==> src/rtl/lpddr2_bridge.sv <==
// rtl/lpddr2_bridge.sv - single-word request port to Avalon-MM LPDDR2 controller bridge
// One-entry read buffer serves repeated reads of the same word without a controller access.
module lpddr2_bridge #(
  parameter int ADDR_W  = 27,
  parameter int DATA_W  = 32,
  parameter int TIMEOUT = 1024
) (
  input  logic                clk,
  input  logic                rst,
  input  logic [ADDR_W-1:0]   address,
  input  logic [DATA_W-1:0]   write_data,
  input  logic                read_req,
  input  logic                write_req,
  output logic [DATA_W-1:0]   read_data,
  output logic                stall,
  output logic                err,
  output logic [ADDR_W-1:0]   avl_address,
  output logic [DATA_W-1:0]   avl_wdata,
  output logic                avl_read,
  output logic                avl_write,
  output logic [DATA_W/8-1:0] avl_be,
  input  logic                avl_ready,
  input  logic [DATA_W-1:0]   avl_rdata,
  input  logic                avl_rdata_valid,
  input  logic                local_init_done
);

  localparam int CNT_W = (TIMEOUT > 2) ? $clog2(TIMEOUT) : 1;
  localparam logic [CNT_W-1:0]  CNT_LAST = CNT_W'(TIMEOUT - 1);
  localparam logic [DATA_W-1:0] BAD_DATA = DATA_W'(32'hDEADBEEF);

  typedef enum logic [2:0] {
    S_IDLE,
    S_WR_CMD,
    S_RD_CMD,
    S_RD_WAIT,
    S_ACK
  } state_t;

  state_t              state, state_nxt;
  logic [ADDR_W-1:0]   req_addr;
  logic [DATA_W-1:0]   req_data;
  logic                buf_valid;
  logic [ADDR_W-1:0]   buf_addr;
  logic [DATA_W-1:0]   buf_data;
  logic [CNT_W-1:0]    cnt;
  logic                to_flag;
  logic                hit;
  logic                rd_timeout;
  logic                latch_req;
  logic                stall_c;

  assign hit        = read_req && buf_valid && (buf_addr == address);
  assign rd_timeout = (state == S_RD_WAIT) && !avl_rdata_valid && (cnt == CNT_LAST);

  always_ff @(posedge clk) begin
    if (rst) state <= S_IDLE;
    else     state <= state_nxt;
  end

  always_comb begin
    state_nxt = state;
    latch_req = 1'b0;
    stall_c   = 1'b0;
    case (state)
      S_IDLE: begin
        if (!local_init_done) begin
          stall_c = read_req | write_req;
        end else if (write_req) begin
          stall_c   = 1'b1;
          latch_req = 1'b1;
          state_nxt = S_WR_CMD;
        end else if (hit) begin
          stall_c = 1'b0;
        end else if (read_req) begin
          stall_c   = 1'b1;
          latch_req = 1'b1;
          state_nxt = S_RD_CMD;
        end
      end
      S_WR_CMD: begin
        stall_c = 1'b1;
        if (avl_ready) state_nxt = S_ACK;
      end
      S_RD_CMD: begin
        stall_c = 1'b1;
        if (avl_ready) state_nxt = S_RD_WAIT;
      end
      S_RD_WAIT: begin
        stall_c = 1'b1;
        if (avl_rdata_valid || rd_timeout) state_nxt = S_ACK;
      end
      S_ACK:   state_nxt = S_IDLE;
      default: state_nxt = S_IDLE;
    endcase
  end

  always_ff @(posedge clk) begin
    if (rst) begin
      req_addr  <= '0;
      req_data  <= '0;
      buf_valid <= 1'b0;
      buf_addr  <= '0;
      buf_data  <= '0;
      cnt       <= '0;
      err       <= 1'b0;
      to_flag   <= 1'b0;
    end else begin
      if (latch_req) begin
        req_addr <= address;
        req_data <= write_data;
      end
      // Remembers that the coming ACK answers an abandoned read
      to_flag <= rd_timeout;
      case (state)
        S_WR_CMD: begin
          if (avl_ready && buf_valid && (buf_addr == req_addr)) buf_data <= req_data;
        end
        S_RD_CMD: begin
          if (avl_ready) cnt <= '0;
        end
        S_RD_WAIT: begin
          if (avl_rdata_valid) begin
            buf_addr  <= req_addr;
            buf_data  <= avl_rdata;
            buf_valid <= 1'b1;
          end else if (rd_timeout) begin
            buf_valid <= 1'b0;
            err       <= 1'b1;
          end else begin
            cnt <= cnt + CNT_W'(1);
          end
        end
        default: ;
      endcase
    end
  end

  assign stall       = stall_c && !rst;
  assign read_data   = rst ? '0 : ((state == S_ACK) && to_flag) ? BAD_DATA : buf_data;
  assign avl_address = req_addr;
  assign avl_wdata   = req_data;
  assign avl_read    = (state == S_RD_CMD);
  assign avl_write   = (state == S_WR_CMD);
  assign avl_be      = '1;

endmodule

==> config.mk <==
export PLATFORM = sky130hd
export DESIGN_NAME = lpddr2_bridge
export DESIGN_NICKNAME = d
export VERILOG_FILES = /design/src/rtl/lpddr2_bridge.sv
export SDC_FILE = /design/constraint.sdc
export NUM_CORES = 1
export LEC_CHECK = 0
export CAP_MARGIN = 20
export CORE_MARGIN = 2
export CORE_UTILIZATION = 48
export CTS_CLUSTER_SIZE = 8
export DETAILED_ROUTE_END_ITERATION = 10
export GPL_TIMING_DRIVEN = 0
export PLACE_DENSITY_LB_ADDON = 0.2
export SLEW_MARGIN = 0
export SYNTH_ARGS = -nofsm -noshare
export SYNTH_HDL_FRONTEND = slang
export SYNTH_SLANG_ARGS = --single-unit
export TNS_END_PERCENT = 5
==> constraint.sdc <==
create_clock -name clk -period 2.95 [get_ports clk]
set_input_delay 0.59 -clock clk [delete_from_list [all_inputs] [get_ports clk]]
set_output_delay 0.59 -clock clk [all_outputs]
set_load 0.05 [all_outputs]
==> results.rst <==
.. list-table::
   :header-rows: 1

   * - Metric
     - Value
   * - Result of the run
     - finished, final reports clean
   * - Number of maximum-capacitance constraint violations
     - 0
   * - Die W
     - 121 um
   * - Reg-to-Reg End
     - avl_address[10]
   * - # setup viols final
     - 0
   * - Share of the yosys chip area belonging to registers
     - 0.407
   * - Core box area
     - 13300 um^2
   * - Crit path max fanout
     - 2
   * - Multi-input logic area
     - 3690 um^2
   * - Max frequency
     - 343 MHz
   * - Crit path launch type
     - input port
   * - Cell Chain, Critical Path
     - dlygate4sd2_1 -> xor2_1 -> nor4_2 -> nand4_1 -> nor4_4 -> a21o_1 -> a211oi_2 -> buf_6
   * - Clock Pin Slew Worst Setup and Hold Paths
     - 0.05 ns
   * - CTS hold repair buffers
     - 0
   * - Standby leakage power
     - 3.42 nW
   * - Height of the chip
     - 121 um
   * - RSZ-0062 raised after global routing
     - true
   * - Worst hold stages
     - 2
   * - TritonCTS buffer count
     - 17
   * - Clock insertion delay at the later pin of the skew report
     - 0.42 ns
   * - Routability congestion estimate
     - 0.830
   * - Area grow syn2layout
     - 41.2%
   * - Final Critical Period
     - 2.91 ns
   * - Clock tree from TritonCTS
     - built
   * - Highest cell delay on the worst timing path
     - 0.31 ns
   * - Launch instance of the worst register-to-register path
     - buf_addr[6]
   * - Switching component of the power
     - 0.00173 W
   * - Number of hold violations in the final report
     - 0
   * - Vias after detailed routing
     - 5894
   * - Met3 Wirelength
     - 1510 um
   * - P per Cell Area
     - 584 nW/um^2
   * - Global-route wire length before repair
     - 29100 um
   * - Number of top-level pins
     - 197
   * - Total routing resource utilization after global routing
     - 0.259
   * - Initial antenna violation count
     - 0
   * - Internal power
     - 0.00370 W
   * - Met2 Routed Length
     - 8890 um
   * - Worst hold path startpoint
     - err
   * - Diode count
     - 0
   * - Largest voltage drop on the vdd net
     - 0.467 mV
   * - Class of the most critical hold timing path
     - reg -> reg
   * - DR DRC count
     - 0
   * - Vias in the first global route
     - 5709
   * - 1st-iter DRT viols
     - 407
   * - Initial cell density of the core
     - 0.495
   * - Flop and latch count out of synthesis
     - 134
   * - Iteration count of the initial detailed-routing pass
     - 5
   * - Buffer type at the clock tree root
     - sky130_fd_sc_hd__clkbuf_16
   * - Reg2reg setup slack
     - 0.35 ns
   * - Number of nets in the layout
     - 1065
   * - Worst Clk Skew
     - 0.00710 ns
   * - Slew Viols, Final
     - 0
   * - Syn avg cell area
     - 8.76 um^2
   * - Filler Cells Inserted
     - 1110
   * - Drt total wl
     - 18600 um
   * - Placed cell area
     - 8730 um^2
   * - Clk sink count
     - 134
   * - Maximum root-to-sink buffer count
     - 2
   * - Cell with the biggest individual delay on the critical path
     - sky130_fd_sc_hd__nor4_2
   * - FF+latch area
     - 2680 um^2
   * - Number of distinct library cells after synthesis
     - 35
   * - Hold endpoint
     - err
   * - Number of antenna-violating nets in the routed design
     - 0
   * - Routed length per instance
     - 16.1 um
   * - Netlist area before placement
     - 6580 um^2
   * - Top cell type's share of synthesized area
     - 0.407
   * - Post-Syn Instances
     - 752
   * - Post-DR vias/cell
     - 5.11
   * - Element type at the critical path end
     - output port
   * - Share of post-route cells with drive strength above 1
     - 0.0901
   * - Endpoint required time on the critical path
     - 2.36 ns
   * - Yosys Warn Count
     - 0
   * - Tcrit/Tclk final
     - 0.988
   * - Topmost layer with routed signal wires
     - met4
   * - Top area cells in the synthesized netlist
     - sky130_fd_sc_hd__dfxtp_1 (41%), sky130_fd_sc_hd__mux2i_1 (14%), sky130_fd_sc_hd__nand2b_1 (11%), sky130_fd_sc_hd__nor2_1 (5.8%), sky130_fd_sc_hd__xnor2_1 (5.2%)
   * - Worst Setup Path Type
     - in -> out
   * - Area enclosed by the die boundary
     - 14700 um^2
   * - Share of power burned in registers
     - 0.378
   * - Sw Share
     - 0.318
   * - Detailed placement HPWL
     - 13700 um
   * - Share of total power in combinational logic
     - 0.269
   * - Number of H-tree branching levels
     - 4
   * - Proportion of power drawn by the clock network
     - 0.353
   * - Met1 WL
     - 7890 um
   * - Data arrival time of the critical path
     - 2.32 ns
   * - Tot Pwr
     - 0.00543 W
   * - Quantity of I/O buffers inserted on ports
     - 191
   * - Maximum number of pins on one net before global-route repair
     - 17
   * - Remaining max-slew budget at the tightest pin
     - 0.444
   * - Transition time at the pin with the least slew margin
     - 0.834 ns
   * - Cell type contributing the most total cell area after synthesis
     - sky130_fd_sc_hd__dfxtp_1
   * - Final standard cell area without fillers
     - 9300 um^2
   * - Cell count of the worst reg-to-reg path
     - 9
   * - Total congestion overflow after global routing
     - 0
   * - Row cnt
     - 42
   * - First element of the critical path
     - address[0]
==> worst max-delay path, delay by kind of cell <==
kind            cells  cell delay (ns)
xor+xnor            1             0.17
buf+inv             2             0.46
simple gates        3             0.84
compound gates      2             0.25
==> flip-flops by register name, summed over array words and instances (netlist names) <==
name	flops
to_flag	1
avl_wdata	32
buf_addr	27
cnt	10
avl_address	27
buf_valid	1
state	3
err	1
buf_data	32
==> cells by family (layout without fill, tap and decap cells) <==
logic type,count (synthesis),in the layout,synth area share
muxes,92,92,0.140
xor gates and xnor gates,63,63,0.0838
adders and majority gates,1,1,0.00190
DFF,134,134,0.407
other,1,4,0.000570
and+or+nand+nor,331,331,0.256
buffers and inverters,57,279,0.0393
AOI/OAI and AO/OA,73,73,0.0709
==> cells in the final DEF, fill, tap and decap left out, types with 3 or more instances in the layout <==
cell / instances
sky130_fd_sc_hd__clkbuf_1: 32
sky130_fd_sc_hd__nand2b_1: 118
sky130_fd_sc_hd__a21oi_1: 32
sky130_fd_sc_hd__buf_2: 18
sky130_fd_sc_hd__clkbuf_8: 5
sky130_fd_sc_hd__dlygate4sd2_1: 12
sky130_fd_sc_hd__buf_4: 6
sky130_fd_sc_hd__mux2i_1: 92
sky130_fd_sc_hd__and3_1: 4
sky130_fd_sc_hd__buf_1: 5
sky130_fd_sc_hd__xnor2_1: 38
sky130_fd_sc_hd__clkbuf_2: 7
sky130_fd_sc_hd__a21o_1: 4
sky130_fd_sc_hd__conb_1: 4
sky130_fd_sc_hd__clkbuf_16: 17
sky130_fd_sc_hd__dfxtp_1: 134
sky130_fd_sc_hd__xor2_1: 24
sky130_fd_sc_hd__buf_6: 3
sky130_fd_sc_hd__a211oi_1: 33
sky130_fd_sc_hd__nor4_1: 5
sky130_fd_sc_hd__nand4_1: 13
sky130_fd_sc_hd__clkdlybuf4s15_2: 17
sky130_fd_sc_hd__nand3_1: 4
sky130_fd_sc_hd__clkdlybuf4s50_1: 141
sky130_fd_sc_hd__and2_1: 10
sky130_fd_sc_hd__nor2_1: 99
sky130_fd_sc_hd__dlymetal6s2s_1: 9
sky130_fd_sc_hd__nand2_1: 62
==> worst max path at each step <==
stage | end | slack (ns) | cells after the start
2_1_floorplan | stall | 0.02 | 4
6_report | stall | 0.04 | 8
4_1_cts | stall | -0.02 | 8
5_1_grt | stall | -0.04 | 7
3_5_place_dp | stall | -0.99 | 8
3_3_place_gp | stall | -0.99 | 8
==> power by group through the flow <==
| stage | sequential [W] | combinational [W] | clock, W |
|---|---|---|---|
| after CTS | 0.00205 | 0.00147 | 0.00195 |
| after global placement | 0.00209 | 0.00145 | 0 |
| after global routing | 0.00207 | 0.00155 | 0.00203 |
| after detailed placement | 0.00209 | 0.00146 | 0 |
| after floorplan | 0.00241 | 0.000611 | 0 |
| final | 0.00205 | 0.00146 | 0.00192 |
==> metrics by stage <==
step / setup TNS, ns / hold WS (ns) / std cells / util / worst slack [ns]
floorplan: 0 / 0.444 / 755 / - / 0.0210
CTS: -0.0150 / 0.448 / 1152 / 0.700 / -0.0150
global placement: -16.38 / 0.437 / 1122 / 0.656 / -0.989
detailed placement: -16.84 / 0.439 / 1122 / 0.656 / -0.989
finish: 0 / 0.445 / 1153 / 0.699 / 0.0355
global route: -0.0894 / 0.486 / 1153 / 0.699 / -0.0409
==> cell usage after synthesis <==
master and count:
sky130_fd_sc_hd__buf_6 2, sky130_fd_sc_hd__xnor2_1 39, sky130_fd_sc_hd__a211oi_1 34, sky130_fd_sc_hd__buf_1 5, sky130_fd_sc_hd__xor2_1 24, sky130_fd_sc_hd__and3b_1 1
sky130_fd_sc_hd__ha_1 1, sky130_fd_sc_hd__buf_4 4, sky130_fd_sc_hd__o21bai_1 1, sky130_fd_sc_hd__inv_1 2, sky130_fd_sc_hd__mux2i_1 92, sky130_fd_sc_hd__nor4b_1 1
sky130_fd_sc_hd__and4_1 2, sky130_fd_sc_hd__nand2b_1 118, sky130_fd_sc_hd__nor4_2 2, sky130_fd_sc_hd__and3_1 5, sky130_fd_sc_hd__a21o_1 4, sky130_fd_sc_hd__o21ai_0 1
sky130_fd_sc_hd__buf_2 12, sky130_fd_sc_hd__or4b_1 1, sky130_fd_sc_hd__dfxtp_1 134, sky130_fd_sc_hd__and2_1 10, sky130_fd_sc_hd__nand3b_1 1, sky130_fd_sc_hd__nor4_1 6
sky130_fd_sc_hd__conb_1 1, sky130_fd_sc_hd__nand2_1 62, sky130_fd_sc_hd__clkbuf_1 32, sky130_fd_sc_hd__nor3b_1 2, sky130_fd_sc_hd__nor3_1 1, sky130_fd_sc_hd__or2_2 1
sky130_fd_sc_hd__nand4_1 13, sky130_fd_sc_hd__nand3_1 4, sky130_fd_sc_hd__a21oi_1 32, sky130_fd_sc_hd__nor2_1 101, sky130_fd_sc_hd__a311oi_1 1
==> routing by layer <==
layer	track usage	vias to the layer above
met3	0.0851	24
met2	0.427	188
met1	0.312	2757
met5	0	-
li1	-	2925
met4	0.0974	0
==> area by class of cell <==
type,count,share of cell area
timing repair buffer,193,0.206
buffer,54,0.0272
tap,176,0.0237
inverter,2,0.000807
clock buffer,27,0.0552
multi-input combinational,564,0.397
sequential,134,0.289
clock inverter,3,0.00188
==> repair_timing <==
item                       in CTS  in global routing
setup endpoints to repair      33                 25
gates resized for setup       110                 29
gates cloned                    0                  0
buffers inserted                1                  1
pin swaps                       8                  8
hold endpoints to repair        0                  0
Power figures use the tool's default switching activity.
